[src/rtl/mem_arbiter_pkg.sv]
// Shared constants for the IF/MEM memory arbiter:
// FSM state encodings, mem_len codes and a byte-count helper.
package mem_arbiter_pkg;

    localparam logic [2:0] ST_IDLE   = 3'd0;
    localparam logic [2:0] ST_IF_RD  = 3'd1;
    localparam logic [2:0] ST_MEM_RD = 3'd2;
    localparam logic [2:0] ST_MEM_WR = 3'd3;
    localparam logic [2:0] ST_DONE   = 3'd4;

    localparam logic [1:0] MEMLEN_B = 2'b00;
    localparam logic [1:0] MEMLEN_H = 2'b01;
    localparam logic [1:0] MEMLEN_W = 2'b10;

    localparam logic [2:0] IF_NBYTES = 3'd4;

    function automatic logic [2:0] len_bytes(input logic [1:0] len);
        logic [2:0] n;
        unique case (len)
            MEMLEN_B: n = 3'd1;
            MEMLEN_H: n = 3'd2;
            MEMLEN_W: n = 3'd4;
            default:  n = 3'd4;
        endcase
        return n;
    endfunction

endpackage

[src/rtl/mem_arbiter_if.sv]
// Bus bundle between the IF/MEM pipeline stages, the arbiter and the RAM.
// slave = arbiter side, master = pipeline/RAM side.
interface mem_arbiter_if #(
    parameter int ADDR_W = 32
);
    logic              if_req;
    logic [ADDR_W-1:0] if_addr;
    logic              if_flush;
    logic              if_done;
    logic [31:0]       if_data;

    logic              mem_req;
    logic              mem_we;
    logic [1:0]        mem_len;
    logic [ADDR_W-1:0] mem_addr;
    logic [31:0]       mem_wdata;
    logic              mem_done;
    logic [31:0]       mem_rdata;

    logic [ADDR_W-1:0] ram_a;
    logic [7:0]        ram_dout;
    logic              ram_wr;
    logic [7:0]        ram_din;

    logic              busy;

    modport slave (
        input  if_req, if_addr, if_flush,
        output if_done, if_data,
        input  mem_req, mem_we, mem_len, mem_addr, mem_wdata,
        output mem_done, mem_rdata,
        output ram_a, ram_dout, ram_wr,
        input  ram_din,
        output busy
    );

    modport master (
        output if_req, if_addr, if_flush,
        input  if_done, if_data,
        output mem_req, mem_we, mem_len, mem_addr, mem_wdata,
        input  mem_done, mem_rdata,
        input  ram_a, ram_dout, ram_wr,
        output ram_din,
        input  busy
    );

endinterface

[src/rtl/mem_arbiter.sv]
// Byte-serial arbiter sharing one 8-bit RAM between IF and MEM stages.
// Define MEMARB_RR_EN for round-robin on simultaneous requests.
module mem_arbiter
    import mem_arbiter_pkg::*;
#(
    parameter int ADDR_W = 32
) (
    input logic          clk,
    input logic          rst,
    mem_arbiter_if.slave bus
);

    logic [2:0]        state_q, state_d;
    logic [2:0]        cnt_q, cnt_d;
    logic [2:0]        nb_q, nb_d;
    logic [ADDR_W-1:0] addr_q, addr_d;
    logic [31:0]       wdata_q, wdata_d;
    logic [31:0]       buf_q, buf_d;

    logic [31:0]       if_data_q, if_data_d;
    logic [31:0]       mem_rdata_q, mem_rdata_d;
    logic              if_done_q, if_done_d;
    logic              mem_done_q, mem_done_d;
    logic [ADDR_W-1:0] ram_a_q, ram_a_d;
    logic [7:0]        ram_dout_q, ram_dout_d;
    logic              ram_wr_q, ram_wr_d;

    logic              if_ok;
    logic              grant_mem;
    logic              grant_if;
    logic [1:0]        rd_lane;
    logic [ADDR_W-1:0] cur_addr;

`ifdef MEMARB_RR_EN
    // 0: MEM holds priority, 1: IF holds priority
    logic rr_q, rr_d;

    assign grant_mem = bus.mem_req && (!if_ok || !rr_q);
`else
    assign grant_mem = bus.mem_req;
`endif

    assign if_ok    = bus.if_req && !bus.if_flush;
    assign grant_if = if_ok && !grant_mem;

    // ram_din lags ram_a by one cycle, so reads land two counts behind
    assign rd_lane  = cnt_q[1:0] - 2'd2;
    assign cur_addr = addr_q + ADDR_W'(cnt_q);

    always_comb begin
        state_d     = state_q;
        cnt_d       = cnt_q;
        nb_d        = nb_q;
        addr_d      = addr_q;
        wdata_d     = wdata_q;
        buf_d       = buf_q;
        if_data_d   = if_data_q;
        mem_rdata_d = mem_rdata_q;
        if_done_d   = 1'b0;
        mem_done_d  = 1'b0;
        ram_a_d     = ram_a_q;
        ram_dout_d  = ram_dout_q;
        ram_wr_d    = 1'b0;
`ifdef MEMARB_RR_EN
        rr_d        = rr_q;
`endif

        unique case (state_q)
            ST_IDLE: begin
                cnt_d = 3'd0;
                buf_d = '0;
                if (grant_mem) begin
                    state_d = bus.mem_we ? ST_MEM_WR : ST_MEM_RD;
                    addr_d  = bus.mem_addr;
                    nb_d    = len_bytes(bus.mem_len);
                    wdata_d = bus.mem_wdata;
`ifdef MEMARB_RR_EN
                    rr_d    = 1'b1;
`endif
                end else if (grant_if) begin
                    state_d = ST_IF_RD;
                    addr_d  = bus.if_addr;
                    nb_d    = IF_NBYTES;
`ifdef MEMARB_RR_EN
                    rr_d    = 1'b0;
`endif
                end
            end

            ST_IF_RD, ST_MEM_RD: begin
                if (state_q == ST_IF_RD && bus.if_flush) begin
                    state_d = ST_IDLE;
                end else begin
                    cnt_d = cnt_q + 3'd1;
                    if (cnt_q < nb_q) begin
                        ram_a_d = cur_addr;
                    end
                    if (cnt_q >= 3'd2) begin
                        buf_d[{rd_lane, 3'b000} +: 8] = bus.ram_din;
                    end
                    if (cnt_q == nb_q + 3'd1) begin
                        state_d = ST_DONE;
                        if (state_q == ST_IF_RD) begin
                            if_data_d = buf_d;
                            if_done_d = 1'b1;
                        end else begin
                            mem_rdata_d = buf_d;
                            mem_done_d  = 1'b1;
                        end
                    end
                end
            end

            ST_MEM_WR: begin
                cnt_d = cnt_q + 3'd1;
                if (cnt_q < nb_q) begin
                    ram_a_d    = cur_addr;
                    ram_wr_d   = 1'b1;
                    ram_dout_d = wdata_q[{cnt_q[1:0], 3'b000} +: 8];
                end else begin
                    state_d    = ST_DONE;
                    mem_done_d = 1'b1;
                end
            end

            ST_DONE: begin
                state_d = ST_IDLE;
                cnt_d   = 3'd0;
            end

            default: begin
                state_d = ST_IDLE;
                cnt_d   = 3'd0;
            end
        endcase
    end

    always_ff @(posedge clk) begin
        if (!rst) begin
            state_q     <= ST_IDLE;
            cnt_q       <= 3'd0;
            nb_q        <= 3'd0;
            addr_q      <= '0;
            wdata_q     <= '0;
            buf_q       <= '0;
            if_data_q   <= '0;
            mem_rdata_q <= '0;
            if_done_q   <= 1'b0;
            mem_done_q  <= 1'b0;
            ram_a_q     <= '0;
            ram_dout_q  <= '0;
            ram_wr_q    <= 1'b0;
`ifdef MEMARB_RR_EN
            rr_q        <= 1'b0;
`endif
        end else begin
            state_q     <= state_d;
            cnt_q       <= cnt_d;
            nb_q        <= nb_d;
            addr_q      <= addr_d;
            wdata_q     <= wdata_d;
            buf_q       <= buf_d;
            if_data_q   <= if_data_d;
            mem_rdata_q <= mem_rdata_d;
            if_done_q   <= if_done_d;
            mem_done_q  <= mem_done_d;
            ram_a_q     <= ram_a_d;
            ram_dout_q  <= ram_dout_d;
            ram_wr_q    <= ram_wr_d;
`ifdef MEMARB_RR_EN
            rr_q        <= rr_d;
`endif
        end
    end

    assign bus.if_done   = if_done_q;
    assign bus.if_data   = if_data_q;
    assign bus.mem_done  = mem_done_q;
    assign bus.mem_rdata = mem_rdata_q;
    assign bus.ram_a     = ram_a_q;
    assign bus.ram_dout  = ram_dout_q;
    assign bus.ram_wr    = ram_wr_q;
    assign bus.busy      = (state_q != ST_IDLE);

endmodule

[src/flat_wrapper.sv]
// flat-port wrapper written by rule: the top's interface ports become plain ports
module mem_arbiter_flat import mem_arbiter_pkg::*;
#(
    parameter int ADDR_W = 32
)
  (clk, rst, bus_if_req, bus_if_addr, bus_if_flush, bus_if_done, bus_if_data, bus_mem_req, bus_mem_we, bus_mem_len, bus_mem_addr, bus_mem_wdata, bus_mem_done, bus_mem_rdata, bus_ram_a, bus_ram_dout, bus_ram_wr, bus_ram_din, bus_busy);
  mem_arbiter_if #(.ADDR_W(ADDR_W)) bus_i ();
  input logic clk;
  input logic rst;
  input wire logic [$bits(bus_i.if_req)-1:0] bus_if_req;
  input wire logic [$bits(bus_i.if_addr)-1:0] bus_if_addr;
  input wire logic [$bits(bus_i.if_flush)-1:0] bus_if_flush;
  output wire logic [$bits(bus_i.if_done)-1:0] bus_if_done;
  output wire logic [$bits(bus_i.if_data)-1:0] bus_if_data;
  input wire logic [$bits(bus_i.mem_req)-1:0] bus_mem_req;
  input wire logic [$bits(bus_i.mem_we)-1:0] bus_mem_we;
  input wire logic [$bits(bus_i.mem_len)-1:0] bus_mem_len;
  input wire logic [$bits(bus_i.mem_addr)-1:0] bus_mem_addr;
  input wire logic [$bits(bus_i.mem_wdata)-1:0] bus_mem_wdata;
  output wire logic [$bits(bus_i.mem_done)-1:0] bus_mem_done;
  output wire logic [$bits(bus_i.mem_rdata)-1:0] bus_mem_rdata;
  output wire logic [$bits(bus_i.ram_a)-1:0] bus_ram_a;
  output wire logic [$bits(bus_i.ram_dout)-1:0] bus_ram_dout;
  output wire logic [$bits(bus_i.ram_wr)-1:0] bus_ram_wr;
  input wire logic [$bits(bus_i.ram_din)-1:0] bus_ram_din;
  output wire logic [$bits(bus_i.busy)-1:0] bus_busy;
  assign bus_i.if_req = bus_if_req;
  assign bus_i.if_addr = bus_if_addr;
  assign bus_i.if_flush = bus_if_flush;
  assign bus_if_done = bus_i.if_done;
  assign bus_if_data = bus_i.if_data;
  assign bus_i.mem_req = bus_mem_req;
  assign bus_i.mem_we = bus_mem_we;
  assign bus_i.mem_len = bus_mem_len;
  assign bus_i.mem_addr = bus_mem_addr;
  assign bus_i.mem_wdata = bus_mem_wdata;
  assign bus_mem_done = bus_i.mem_done;
  assign bus_mem_rdata = bus_i.mem_rdata;
  assign bus_ram_a = bus_i.ram_a;
  assign bus_ram_dout = bus_i.ram_dout;
  assign bus_ram_wr = bus_i.ram_wr;
  assign bus_i.ram_din = bus_ram_din;
  assign bus_busy = bus_i.busy;
  mem_arbiter #(.ADDR_W(ADDR_W)) u_core (.clk(clk), .rst(rst), .bus(bus_i));
endmodule
[config.mk]
export PLATFORM = sky130hd
export DESIGN_NAME = mem_arbiter_flat
export DESIGN_NICKNAME = d
export VERILOG_FILES = /design/src/rtl/mem_arbiter_pkg.sv /design/src/rtl/mem_arbiter_if.sv /design/src/rtl/mem_arbiter.sv /design/src/flat_wrapper.sv
export SDC_FILE = /design/constraint.sdc
export NUM_CORES = 1
export LEC_CHECK = 0
export ABC_AREA = 1
export ABC_CLOCK_PERIOD_IN_PS = 2400
export BUFFER_PORTS_ARGS = -buffer_cell sky130_fd_sc_hd__buf_2
export CAP_MARGIN = 20
export CORE_MARGIN = 10
export CORE_UTILIZATION = 50
export CTS_CLUSTER_DIAMETER = 150
export CTS_CLUSTER_SIZE = 8
export DETAILED_ROUTE_END_ITERATION = 8
export PLACE_DENSITY = 0.84
export SYNTH_ARGS = -nofsm -noshare
export SYNTH_HDL_FRONTEND = slang
export SYNTH_SLANG_ARGS = --single-unit
[constraint.sdc]
create_clock -name clk -period 2.4 [get_ports clk]
set_input_delay 0.48 -clock clk [delete_from_list [all_inputs] [get_ports clk]]
set_output_delay 0.48 -clock clk [all_outputs]
set_load 0.02 [all_outputs]
==> results by group, run 1 <==
STA
  – Max-slew headroom: about three fifths
  – Slew @ Worst Pin: 0.606 ns
  – Final Setup Violations: 0
  – Clock Skew: about 0.022 ns
  – Final hold vios: 0
  – Final worst-path cycle share: 95.7%
  – F_max: 435 MHz
  – Final slew viol count: 0
  – Fin worst setup slack: 0.104 ns
  – Worst hold margin: 0.199 ns
  – RSZ-0062 raised after global routing: true
  – Fin crit period: 2.30 ns

Placed design
  – Setup WS pre-CTS: 0.0635 ns
  – Port bufs: about 220
  – Area post-placement: approximately 11000 sq um
  – Post-DP HPWL: 22.1 mm
  – Routability cong.: 0.962

Power
  – Internal power: about 6.8 mW
  – Sw Share: 31.9%
  – PD cells: 828 nW/um^2
  – Clock share of power: 37.3%
  – Comb pwr share: a little over a fifth
  – Sequential fraction of design power: 41.2%
  – P_sw: ~3.2 mW
  – Peak supply drop: 0.559 mV
  – Leakage: between 5 and 6 nW

GRT
  – Vias in the first global route: 9874
  – First-pass GRT wire length: 49.5 mm
  – Grt ovf: 0
  – All-Layer GR Usage: about 23%
  – Largest net degree at the start of global routing: 98
  – Antenna violations before repair: 0

Setup path
  – Crit-path max cell delay: 0.53 ns
  – Critical path's top delay family: compound AO/OA/AOI/OAI gates
  – Critical-path top delay cell: o21ai_0
  – Worst Path Max Fanout: 9
  – Crit Path Category: register to register
  – Startpoint type of the worst setup path: register
  – Origin of the critical flop-to-flop path: u_core.cnt_q[0]$_SDFFE_PN0N_
  – Worst path arrival time: 2.77 ns
  – CP required: around 2.9 ns
  – Setup crit end kind: register
  – CP startpoint: u_core.cnt_q[0]$_SDFFE_PN0N_
  – WP buf/inv: 1
  – Crit path cell chain: clkinv_1, ha_1, nand4_1, o21ai_0, nand3_1, a21oi_1
  – Flop-to-flop setup slack: 0.10 ns

Synthesis
  – Synth area leaders: dfxtp_1 43%, nand2_1 15%, a21oi_1 8.6%
  – FFs w/ async S/R, synth: 0%
  – Main synth FF type: dfxtp_1
  – YS warnings: 0
  – Net Count, Synth: roughly 1.5k
  – EDFF count, synth: 0
  – Syn Std Cell Area: 9930 sq um
  – Synth cell types: 36
  – Avg Inst Size Synth: 7.03 sq um
  – Area leader, netlist: dfxtp_1
  – Sequential share of the synthesized area: a little over two fifths
  – Area share of the largest cell type after synthesis: approximately 43%
  – Synthesized instance count: approximately 1.4k
  – Flop and latch count out of synthesis: 212

Floorplan
  – IO Count: 220
  – Core region area: 19500 sq um
  – Initial core utilization: 50.8%
  – Die area: approximately 26000 sq um
  – Num rows: approximately 50
  – Width of the die: 161 um
  – Die Y: 161 um

Detailed routing
  – Vias/cell: 5.45
  – WL per Instance: 16.4 um
  – Routed WL: 30.7 mm
  – Post-route ant nets: 0
  – Residual DRC count: 0
  – DR pass1 iterations: 6
  – Detailed-route via count: 10.2k
  – DRT iter0 DRCs: 862

Clocking
  – CTS hold repair buffers: 0
  – CTS tree: built
  – Clock Tree Buf Depth: 3
  – Clk_lat worst skew: 0.55 ns
  – CTS Sinks: 212
  – Total CTS buffers: 30
  – Clk slew on worst S/H paths: ~0.050 ns
  – H-tree Lvls: 1
  – Clock root cell: clkbuf_16

Finish
  – Layout Nets: ~1.7k
  – Area Growth Syn to Fin: 21.2%
  – Layout cell share with drive strength beyond 1: 19.5%
  – Design area: 12000 sq um
  – Filler cells: about 1.8k
  – Diodes inserted: 0

Run status
  – Status: finished, final reports clean

Worst hold path
  – Min-delay src: bus_mem_addr[7]
  – HP Class: input port to register

Job
  – Max-cap violations: 0
==> timing repair <==
action,in CTS,in global routing
endpoints found under the setup margin,0,91
buffers inserted,0,1
gates resized for setup,0,5
==> power groups by stage <==
stage / registers, mW / clock network (mW) / logic, mW
3_5_place_dp: 4.16 / 0 / 2.10
2_1_floorplan: 4.19 / 0 / 1.40
6_report: 4.10 / 3.72 / 2.14
4_1_cts: 4.09 / 3.76 / 2.11
5_1_grt: 4.13 / 3.94 / 2.37
3_3_place_gp: 4.15 / 0 / 2.07
==> worst paths after layout <==
check	endpoint	cells after the start
worst max-delay path	u_core.bus.mem_rdata[3]$_SDFFE_PN0P_	6
worst min-delay path	u_core.addr_q[7]$_SDFFE_PN0P_	3
worst max register to register	u_core.bus.mem_rdata[3]$_SDFFE_PN0P_	6
worst min register to register	u_core.wdata_q[27]$_SDFFE_PN0P_	2
==> registers in the layout, summed over array words and instances (netlist names) <==
name	count
u_core.wdata_q	32
u_core.buf_q	32
u_core.nb_q	3
u_core.bus.if_done	1
u_core.bus.if_data	32
u_core.cnt_q	3
u_core.bus.mem_rdata	32
u_core.bus.ram_a	32
u_core.state_q	3
u_core.addr_q	32
u_core.bus.ram_dout	8
u_core.bus.mem_done	1
u_core.bus.ram_wr	1
==> final cells by class <==
| type | instances | area [sq um] | share of cell area [%] |
|---|---|---|---|
| clock buffers | 30 | 751 | 6.24 |
| clock inverters | 2 | 46.3 | 0.385 |
| inverters | 94 | 357 | 2.96 |
| multi-input cells | 1022 | 4910 | 40.8 |
| flip-flops and latches | 212 | 4250 | 35.3 |
| well taps | 265 | 332 | 2.76 |
| repair buffers | 248 | 1390 | 11.5 |
==> tightest hold or removal path: stages <==
cell and delay, ns:
buf_2 0.10, nand2_1 0.05, a31oi_1 0.07
==> layout by cell type (no fill, tap or decap), types with 7 or more instances in the layout <==
| cell | count |
|---|---|
| a21oi_1 | 171 |
| nand2_1 | 400 |
| o21ai_1 | 12 |
| ha_1 | 13 |
| xor2_1 | 8 |
| inv_1 | 84 |
| dfxtp_1 | 211 |
| buf_4 | 23 |
| buf_2 | 219 |
| nor2_1 | 72 |
| nand3b_1 | 7 |
| nor3_1 | 17 |
| clkbuf_16 | 30 |
| a31oi_1 | 34 |
| o21ai_0 | 106 |
| nand3_1 | 123 |
| o21a_1 | 17 |
| o21bai_1 | 9 |
==> through the flow <==
step | total power [mW] | instances | util (%) | TNS [ns]
floorplan | 5.59 | 1413 | - | 0
global placement | 6.22 | 1839 | 57.3 | 0
detailed placement | 6.26 | 1839 | 57.3 | 0
CTS | 9.97 | 1871 | 61.4 | 0
global route | 10.4 | 1873 | 61.6 | -0.0835
finish | 9.97 | 1873 | 61.6 | 0
==> Yosys cell counts (2+ instances only) <==
| cell type | n |
|---|---|
| o21bai_1 | 9 |
| nor2_1 | 73 |
| dfxtp_1 | 212 |
| ha_1 | 13 |
| nand2_2 | 8 |
| clkinv_1 | 2 |
| nor3_1 | 17 |
| inv_1 | 85 |
| nand3b_1 | 7 |
| buf_2 | 23 |
| buf_4 | 14 |
| nand4_1 | 4 |
| xor2_1 | 8 |
| clkbuf_1 | 41 |
| nor2_2 | 2 |
| nand3_2 | 3 |
| buf_1 | 2 |
| o21a_1 | 17 |
| nand3_1 | 123 |
| nor2_4 | 5 |
| a21oi_1 | 171 |
| o21ai_1 | 10 |
| inv_2 | 6 |
| o21ai_0 | 108 |
| a31oi_1 | 34 |
| buf_6 | 5 |
| nor3_2 | 3 |
| nand2_1 | 400 |
==> cell families (layout without fill, tap and decap cells) <==
group / count (synthesis) / after routing / synth area share (%)
compound gates: 351 / 351 / 18.8
xor+xnor: 9 / 9 / 0.794
fa+ha+maj: 14 / 14 / 1.84
buf+inv: 180 / 374 / 8.04
flops: 212 / 212 / 42.7
simple gates: 647 / 648 / 27.8
==> layer usage <==
layer	vias to the layer above	part of all wire (%)	track usage, %
li1	5060	-	-
met1	4593	43	29.2
met3	66	8.2	4.98
met4	0	2.8	7.69
met2	481	46	36.3
met5	-	0	0
(Power assumes the default switching activity.)
==> run 2: changes to the inputs <==
--- a/config.mk
+++ b/config.mk
@@ -6,7 +6,7 @@
 export NUM_CORES = 1
 export LEC_CHECK = 0
 export ABC_AREA = 1
-export ABC_CLOCK_PERIOD_IN_PS = 2400
+export ABC_CLOCK_PERIOD_IN_PS = 2600
 export BUFFER_PORTS_ARGS = -buffer_cell sky130_fd_sc_hd__buf_2
 export CAP_MARGIN = 20
 export CORE_MARGIN = 10
==> constraint.sdc (replaced) <==
create_clock -name clk -period 2.6 [get_ports clk]
set_input_delay 0.52 -clock clk [delete_from_list [all_inputs] [get_ports clk]]
set_output_delay 0.52 -clock clk [all_outputs]
set_load 0.02 [all_outputs]
==> run 2 against run 1 <==
Net effect:
- via count fell by 0.90%
- global-route usage rose by 0.060 points
- die area did not move
- setup slack improved by 0.13 ns
- sequential share of layout area rose by 0.17 points
- worst hold slack improved by 0.036 ns
- first-iteration DRC count fell by 33%
- non-clock buffer count fell by 5
- flip-flop and latch count did not move
- critical path depth did not move
- critical endpoint is now u_core.bus.if_data[2]$_SDFFE_PN0P_
- highest routed layer unchanged
==> results by group, run 2 (synthesized netlist as in run 1, its figures left out) <==
Clocking
  – Clk_lat worst skew: 0.56 ns (was 0.55 ns)
  – H-tree Lvls: 1 (unchanged)
  – Clock Tree Buf Depth: 3 (unchanged)
  – CTS Sinks: 212 (unchanged)
  – Clock root cell: clkbuf_16 (unchanged)
  – Total CTS buffers: 30 (unchanged)
  – Clk slew on worst S/H paths: 0.05 ns (about the same)
  – CTS hold repair buffers: 0 (unchanged)
  – CTS tree: built (unchanged)

Floorplan
  – Num rows: 51 (unchanged)
  – Die Y: 161 um (unchanged)
  – Core region area: 19500 sq um (unchanged)
  – Initial core utilization: 50.8% (unchanged)
  – IO Count: 220 (unchanged)
  – Die area: 25900 sq um (unchanged)
  – Width of the die: 161 um (unchanged)

GRT
  – All-Layer GR Usage: 22.6% (about the same)
  – Grt ovf: 0 (unchanged)
  – Largest net degree at the start of global routing: 83 (was 98)
  – Antenna violations before repair: 0 (unchanged)
  – Vias in the first global route: 9953 (was 9874)
  – First-pass GRT wire length: 50.0 mm (was 49.5 mm)

Finish
  – Most frequent cells in the layout: 400 x nand2_1, 219 x buf_2, 212 x dfxtp_1, 171 x a21oi_1, 123 x nand3_1 (was 400 x nand2_1, 219 x buf_2, 211 x dfxtp_1, 171 x a21oi_1, 123 x nand3_1)
  – Post-layout util: 61.3% (was 61.6%)
  – Most common cell after layout, fill and taps aside: nand2_1 (unchanged)
  – Area Growth Syn to Fin: 20.6% (was 21.2%)
  – Diodes inserted: 0 (unchanged)
  – Design area: 12000 sq um (about the same)
  – Layout Nets: 1728 (was 1734)
  – Layout cell share with drive strength beyond 1: 19.2% (was 19.5%)
  – Filler cells: 1763 (was 1760)

Setup path
  – CP required: 3.09 ns (was 2.87 ns)
  – Critical path's top delay family: compound AO/OA/AOI/OAI gates (unchanged)
  – Flop-to-flop setup slack: 0.23 ns (was 0.10 ns)
  – Worst Path Max Fanout: 10 (was 9)
  – Crit Path Category: register to register (unchanged)
  – Crit path cell chain: buf_4, ha_1, nand4_1, o21ai_0, nand3_1, a21oi_1 (was clkinv_1, ha_1, nand4_1, o21ai_0, nand3_1, a21oi_1)
  – Crit-path max cell delay: 0.55 ns (was 0.53 ns)
  – Critical-path top delay cell: o21ai_0 (unchanged)
  – Worst path arrival time: 2.85 ns (was 2.77 ns)
  – WP buf/inv: 1 (unchanged)
  – Startpoint type of the worst setup path: register (unchanged)
  – Setup crit end kind: register (unchanged)

STA
  – Final slew viol count: 0 (unchanged)
  – Fin crit period: 2.37 ns (was 2.30 ns)
  – Final Setup Violations: 0 (unchanged)
  – Setup_tns: 0 ns (unchanged)
  – Max-slew headroom: 50.0% (was 59.5%)
  – Clock Skew: 0.0229 ns (was 0.0218 ns)
  – Final hold vios: 0 (unchanged)
  – F_max: 423 MHz (was 435 MHz)
  – RSZ-0062 raised after global routing: false (was true)
  – Final worst-path cycle share: 91.0% (was 95.7%)
  – Slew @ Worst Pin: 0.750 ns (was 0.606 ns)

Placed design
  – Area post-placement: 11200 sq um (about the same)
  – Port bufs: 219 (unchanged)
  – Post-DP HPWL: 22.1 mm (about the same)
  – Routability cong.: 0.947 (was 0.962)

Detailed routing
  – Detailed-route via count: 10.1k (was 10.2k)
  – DR pass1 iterations: 5 (was 6)
  – Residual DRC count: 0 (unchanged)
  – Vias/cell: 5.41 (was 5.45)
  – Routed WL: 30.6 mm (was 30.7 mm)
  – DRT iter0 DRCs: 580 (was 862)
  – Post-route ant nets: 0 (unchanged)
  – WL per Instance: 16.4 um (about the same)

Run status
  – Status: finished, final reports clean (unchanged)

Power
  – PD cells: 768 nW/um^2 (was 828 nW/um^2)
  – Leakage: 5.16 nW (was 5.19 nW)
  – Peak supply drop: 0.601 mV (was 0.559 mV)

Job
  – Max-cap violations: 0 (unchanged)

Worst hold path
  – HP Class: input port to register (unchanged)
run 2: cell types whose count changed in the layout (fill, tap and decap cells not counted), sizes merged:
cell,previous run,this run
buf,248,243
nor3,22,21
run 2: report_power, final:
group          total, mW  internal [mW]  leakage, nW  switching, mW
clock network       3.47           2.11        0.395           1.35
logic               1.94          0.603         3.04           1.33
registers           3.79           3.54         1.72          0.257
total               9.20           6.25         5.16           2.94
run 2: per-stage QoR:
| step | total power [mW] | hold slack (ns) | cells | worst slack, ns |
|---|---|---|---|---|
| floorplan | 5.16 | 0.430 | 1413 | 0.506 |
| global placement | 5.72 | 0.440 | 1835 | 0.350 |
| detailed placement | 5.76 | 0.447 | 1835 | 0.227 |
| CTS | 9.23 | 0.218 | 1867 | 0.221 |
| global route | 9.62 | 0.235 | 1867 | 0.0121 |
| finish | 9.20 | 0.235 | 1867 | 0.233 |
run 2: per-layer routing:
layer / routed length, um / up-vias / global-route usage (%)
met3: 2360 / 55 / 5.06
met2: 14200 / 390 / 37.3
met4: 663 / 0 / 6.70
met1: 13400 / 4637 / 28.9
met5: 0 / - / 0
li1: - / 5026 / -
run 2: what timing repair did:
| action | CTS | global route |
|---|---|---|
| setup endpoints to repair | 0 | 51 |
| buffers inserted | 0 | 0 |
| gates resized for setup | 0 | 2 |
run 2: area by class of cell:
cell class | instances | area [sq um] | share of cell area [%]
multi-input combinational | 1021 | 4900 | 41.0
timing repair buffer | 243 | 1330 | 11.1
inverter | 94 | 357 | 2.98
clock inverter | 2 | 60.1 | 0.502
tap | 265 | 332 | 2.77
clock buffer | 30 | 751 | 6.27
sequential | 212 | 4240 | 35.4
run 2: path summary, 6_finish.rpt:
path                                                      from                                  to  cells past startpoint
worst max register to register    u_core.cnt_q[1]$_SDFFE_PN0N_  u_core.bus.if_data[2]$_SDFFE_PN0P_                      6
worst min register to register  u_core.wdata_q[8]$_SDFFE_PN0P_      u_core.wdata_q[8]$_SDFFE_PN0P_                      2
worst min-delay path                           bus_mem_addr[3]       u_core.addr_q[3]$_SDFFE_PN0P_                      3
worst max-delay path              u_core.cnt_q[1]$_SDFFE_PN0N_  u_core.bus.if_data[2]$_SDFFE_PN0P_                      6
run 2: tightest hold or removal path, cell delays in order:
cell and delay [ns]:
buf_2 0.10, nand2_1 0.05, a31oi_1 0.07
==> run 3: changes to the inputs <==
--- a/config.mk
+++ b/config.mk
@@ -6,15 +6,15 @@
 export NUM_CORES = 1
 export LEC_CHECK = 0
 export ABC_AREA = 1
-export ABC_CLOCK_PERIOD_IN_PS = 2600
+export ABC_CLOCK_PERIOD_IN_PS = 2400
 export BUFFER_PORTS_ARGS = -buffer_cell sky130_fd_sc_hd__buf_2
 export CAP_MARGIN = 20
 export CORE_MARGIN = 10
-export CORE_UTILIZATION = 50
+export CORE_UTILIZATION = 52
 export CTS_CLUSTER_DIAMETER = 150
 export CTS_CLUSTER_SIZE = 8
 export DETAILED_ROUTE_END_ITERATION = 8
-export PLACE_DENSITY = 0.84
+export PLACE_DENSITY = 0.87
 export SYNTH_ARGS = -nofsm -noshare
 export SYNTH_HDL_FRONTEND = slang
 export SYNTH_SLANG_ARGS = --single-unit
==> constraint.sdc (replaced) <==
create_clock -name clk -period 2.4 [get_ports clk]
set_input_delay 0.48 -clock clk [delete_from_list [all_inputs] [get_ports clk]]
set_output_delay 0.48 -clock clk [all_outputs]
set_load 0.02 [all_outputs]
==> run 3 against run 2 <==
Net effect:
- maximum frequency is 4.5% higher
- die area fell by 3.4%
- count of clock-buffer cells in the layout is the same
- clock skew decreased by 0.0083 ns
- combinational power increased by 8%
- utilization grew 2.4 points
- sequential power rose by 8.2%
- non-clock buffer count rose by 5
==> results by group, run 3 (synthesized netlist as in run 1, its figures left out) <==
Power
  – Leakage: 5.18 nW (was 5.16 nW)
  – Comb pwr share: 21.1% (about the same)
  – Clock share of power: 37.6% (was 37.7%)
  – P_sw: 3.17 mW (was 2.94 mW)
  – Sequential fraction of design power: 41.3% (was 41.2%)
  – Sw Share: 31.9% (was 32.0%)
  – Peak supply drop: 0.615 mV (was 0.601 mV)
  – PD cells: 832 nW/um^2 (was 768 nW/um^2)
  – Total power: 9.94 mW (was 9.20 mW)
  – Internal power: 6.77 mW (was 6.25 mW)

Detailed routing
  – DRT iter0 DRCs: 818 (was 580)
  – WL per Instance: 16.5 um (was 16.4 um)
  – Post-route ant nets: 0 (unchanged)
  – Vias/cell: 5.54 (was 5.41)
  – Routed WL: 30.3 mm (was 30.6 mm)
  – Residual DRC count: 0 (unchanged)
  – Detailed-route via count: 10.2k (was 10.1k)
  – DR pass1 iterations: 6 (was 5)

GRT
  – Largest net degree at the start of global routing: 74 (was 83)
  – Antenna violations before repair: 0 (unchanged)
  – All-Layer GR Usage: 23.4% (was 22.6%)
  – Vias in the first global route: 9782 (was 9953)
  – Grt ovf: 0 (unchanged)
  – Grt met3 use: 4.94% (was 5.06%)
  – Global routing usage on met2: 38.0% (was 37.3%)
  – Most Used Layer, Global Route: met2 (unchanged)
  – GR Util met1: 30.5% (was 28.9%)
  – First-pass GRT wire length: 48.7 mm (was 50.0 mm)

Setup path
  – Flop-to-flop setup slack: 0.14 ns (was 0.23 ns)
  – CP startpoint: u_core.cnt_q[0]$_SDFFE_PN0N_ (was u_core.cnt_q[1]$_SDFFE_PN0N_)
  – Crit Path Category: register to register (unchanged)
  – RR Endpoint: u_core.bus.mem_rdata[3]$_SDFFE_PN0P_ (was u_core.bus.if_data[2]$_SDFFE_PN0P_)
  – Crit path to: u_core.bus.mem_rdata[3]$_SDFFE_PN0P_ (was u_core.bus.if_data[2]$_SDFFE_PN0P_)
  – Setup crit end kind: register (unchanged)
  – Worst Path Max Fanout: 8 (was 10)
  – Length in cells of the worst reg-to-reg path: 7 (was 6)
  – Startpoint type of the worst setup path: register (unchanged)
  – Worst path arrival time: 2.73 ns (was 2.85 ns)
  – CP required: 2.86 ns (was 3.09 ns)
  – Origin of the critical flop-to-flop path: u_core.cnt_q[0]$_SDFFE_PN0N_ (was u_core.cnt_q[1]$_SDFFE_PN0N_)

Finish
  – Diodes inserted: 0 (unchanged)
  – Layout cell share with drive strength beyond 1: 19.5% (was 19.2%)
  – Area Growth Syn to Fin: 20.4% (was 20.6%)
  – Most frequent cells in the layout: 399 x nand2_1, 219 x buf_2, 212 x dfxtp_1, 171 x a21oi_1, 123 x nand3_1 (was 400 x nand2_1, 219 x buf_2, 212 x dfxtp_1, 171 x a21oi_1, 123 x nand3_1)
  – Most common cell after layout, fill and taps aside: nand2_1 (unchanged)
  – Final std cells w/o fill: 1841 (was 1867)
  – Layout Nets: 1733 (was 1728)
  – Multi-input gate area: 4910 sq um (was 4900 sq um)
  – Reg area: 4240 sq um (unchanged)
  – Filler cells: 1606 (was 1763)

Placed design
  – Port bufs: 219 (unchanged)
  – Post-DP HPWL: 21.9 mm (was 22.1 mm)
  – Routability cong.: 1.02 (was 0.947)
  – Placed cells: 1809 (was 1835)

Clocking
  – Total CTS buffers: 30 (unchanged)
  – Clk slew on worst S/H paths: 0.05 ns (about the same)
  – Clk_lat worst skew: 0.55 ns (was 0.56 ns)
  – Setup bufs post-CTS: 0 (unchanged)
  – Clock root cell: clkbuf_16 (unchanged)
  – H-tree Lvls: 1 (unchanged)
  – CTS Sinks: 212 (unchanged)
  – Clock Tree Buf Depth: 3 (unchanged)
  – CTS tree: built (unchanged)

STA
  – Final slew viol count: 0 (unchanged)
  – RSZ-0062 raised after global routing: true (was false)
  – Fin crit period: 2.26 ns (was 2.37 ns)
  – Slew @ Worst Pin: 0.734 ns (was 0.750 ns)
  – Max-slew headroom: 51.1% (was 50.0%)
  – F_max: 442 MHz (was 423 MHz)
  – Clock Skew: 0.0146 ns (was 0.0229 ns)
  – Final Setup Violations: 0 (unchanged)
  – Final hold vios: 0 (unchanged)
  – Final worst-path cycle share: 94.3% (was 91.0%)

Floorplan
  – IO Count: 220 (unchanged)
  – Core region area: 18800 sq um (was 19500 sq um)
  – Die area: 25000 sq um (was 25900 sq um)
  – Num rows: 50 (was 51)
  – Width of the die: 158 um (was 161 um)
  – Die Y: 158 um (was 161 um)
  – Initial core utilization: 52.9% (was 50.8%)

Worst hold path
  – HP Class: input port to register (unchanged)

Job
  – Max-cap violations: 0 (unchanged)

Run status
  – Status: finished, final reports clean (unchanged)
==> run 3: cell types whose count changed in the layout (fill, tap and decap cells not counted), sizes merged <==
cell	delta
buf	+5
==> run 3: what timing repair did <==
| item | 4_1_cts | 5_1_grt |
|---|---|---|
| resized for setup | 0 | 5 |
| endpoints found under the setup margin | 0 | 60 |
| hold buffers | 0 | 0 |
==> run 3: critical path, cell delays in order (launching register included) <==
cell	delay (ns)
dfxtp_1	0.38
clkinv_1	0.18
buf_4	0.21
ha_1	0.34
nand4_1	0.28
o21ai_0	0.50
nand3_1	0.16
a21oi_1	0.16
==> run 3: metrics by stage <==
step                      TNS (ns)  setup WS, ns  utilization [%]  instance area [sq um]  hold slack (ns)
after floorplan                  0         0.306                -                   9930            0.430
after global placement           0         0.243             59.3                  11100            0.440
after detailed placement         0         0.135             59.3                  11100            0.444
after CTS                        0         0.125             63.6                  11900            0.184
after global routing        -0.123       -0.0433             63.7                  12000            0.204
final                            0         0.136             63.7                  12000            0.198
==> run 3: layout make-up <==
type | count | area share (%)
Multi-Input combinational cell | 1021 | 41.0
Sequential cell | 212 | 35.5
Timing Repair Buffer | 248 | 11.3
Clock buffer | 30 | 6.28
Inverter | 94 | 2.98
Tap cell | 234 | 2.45
Clock inverter | 2 | 0.387
==> run 3: power by group through the flow <==
stage | Sequential, mW | Combinational (mW) | Clock [mW]
2_1_floorplan | 4.19 | 1.40 | 0
3_3_place_gp | 4.16 | 2.02 | 0
3_5_place_dp | 4.16 | 2.06 | 0
4_1_cts | 4.10 | 2.07 | 3.76
5_1_grt | 4.14 | 2.32 | 3.93
6_report | 4.10 | 2.10 | 3.74
==> run 3: worst min-delay path by stage <==
stage | startpoint | end | slack (ns) | depth (start not counted)
6_report | bus_mem_len[0] | u_core.nb_q[1]$_SDFFE_PN0P_ | 0.20 | 3
5_1_grt | bus_if_addr[16] | u_core.addr_q[16]$_SDFFE_PN0P_ | 0.20 | 3
4_1_cts | bus_mem_len[0] | u_core.nb_q[1]$_SDFFE_PN0P_ | 0.18 | 3
3_5_place_dp | u_core.wdata_q[14]$_SDFFE_PN0P_ | u_core.wdata_q[14]$_SDFFE_PN0P_ | 0.44 | 2
3_3_place_gp | u_core.wdata_q[14]$_SDFFE_PN0P_ | u_core.wdata_q[14]$_SDFFE_PN0P_ | 0.44 | 2
2_1_floorplan | u_core.wdata_q[10]$_SDFFE_PN0P_ | u_core.wdata_q[10]$_SDFFE_PN0P_ | 0.43 | 2
==> run 3: metal layers <==
metal | share of wire (%) | vias to the layer above
li1 | - | 5037
met1 | 42 | 4624
met2 | 46 | 483
met3 | 9.7 | 59
met4 | 2.5 | 0
met5 | 0 | -
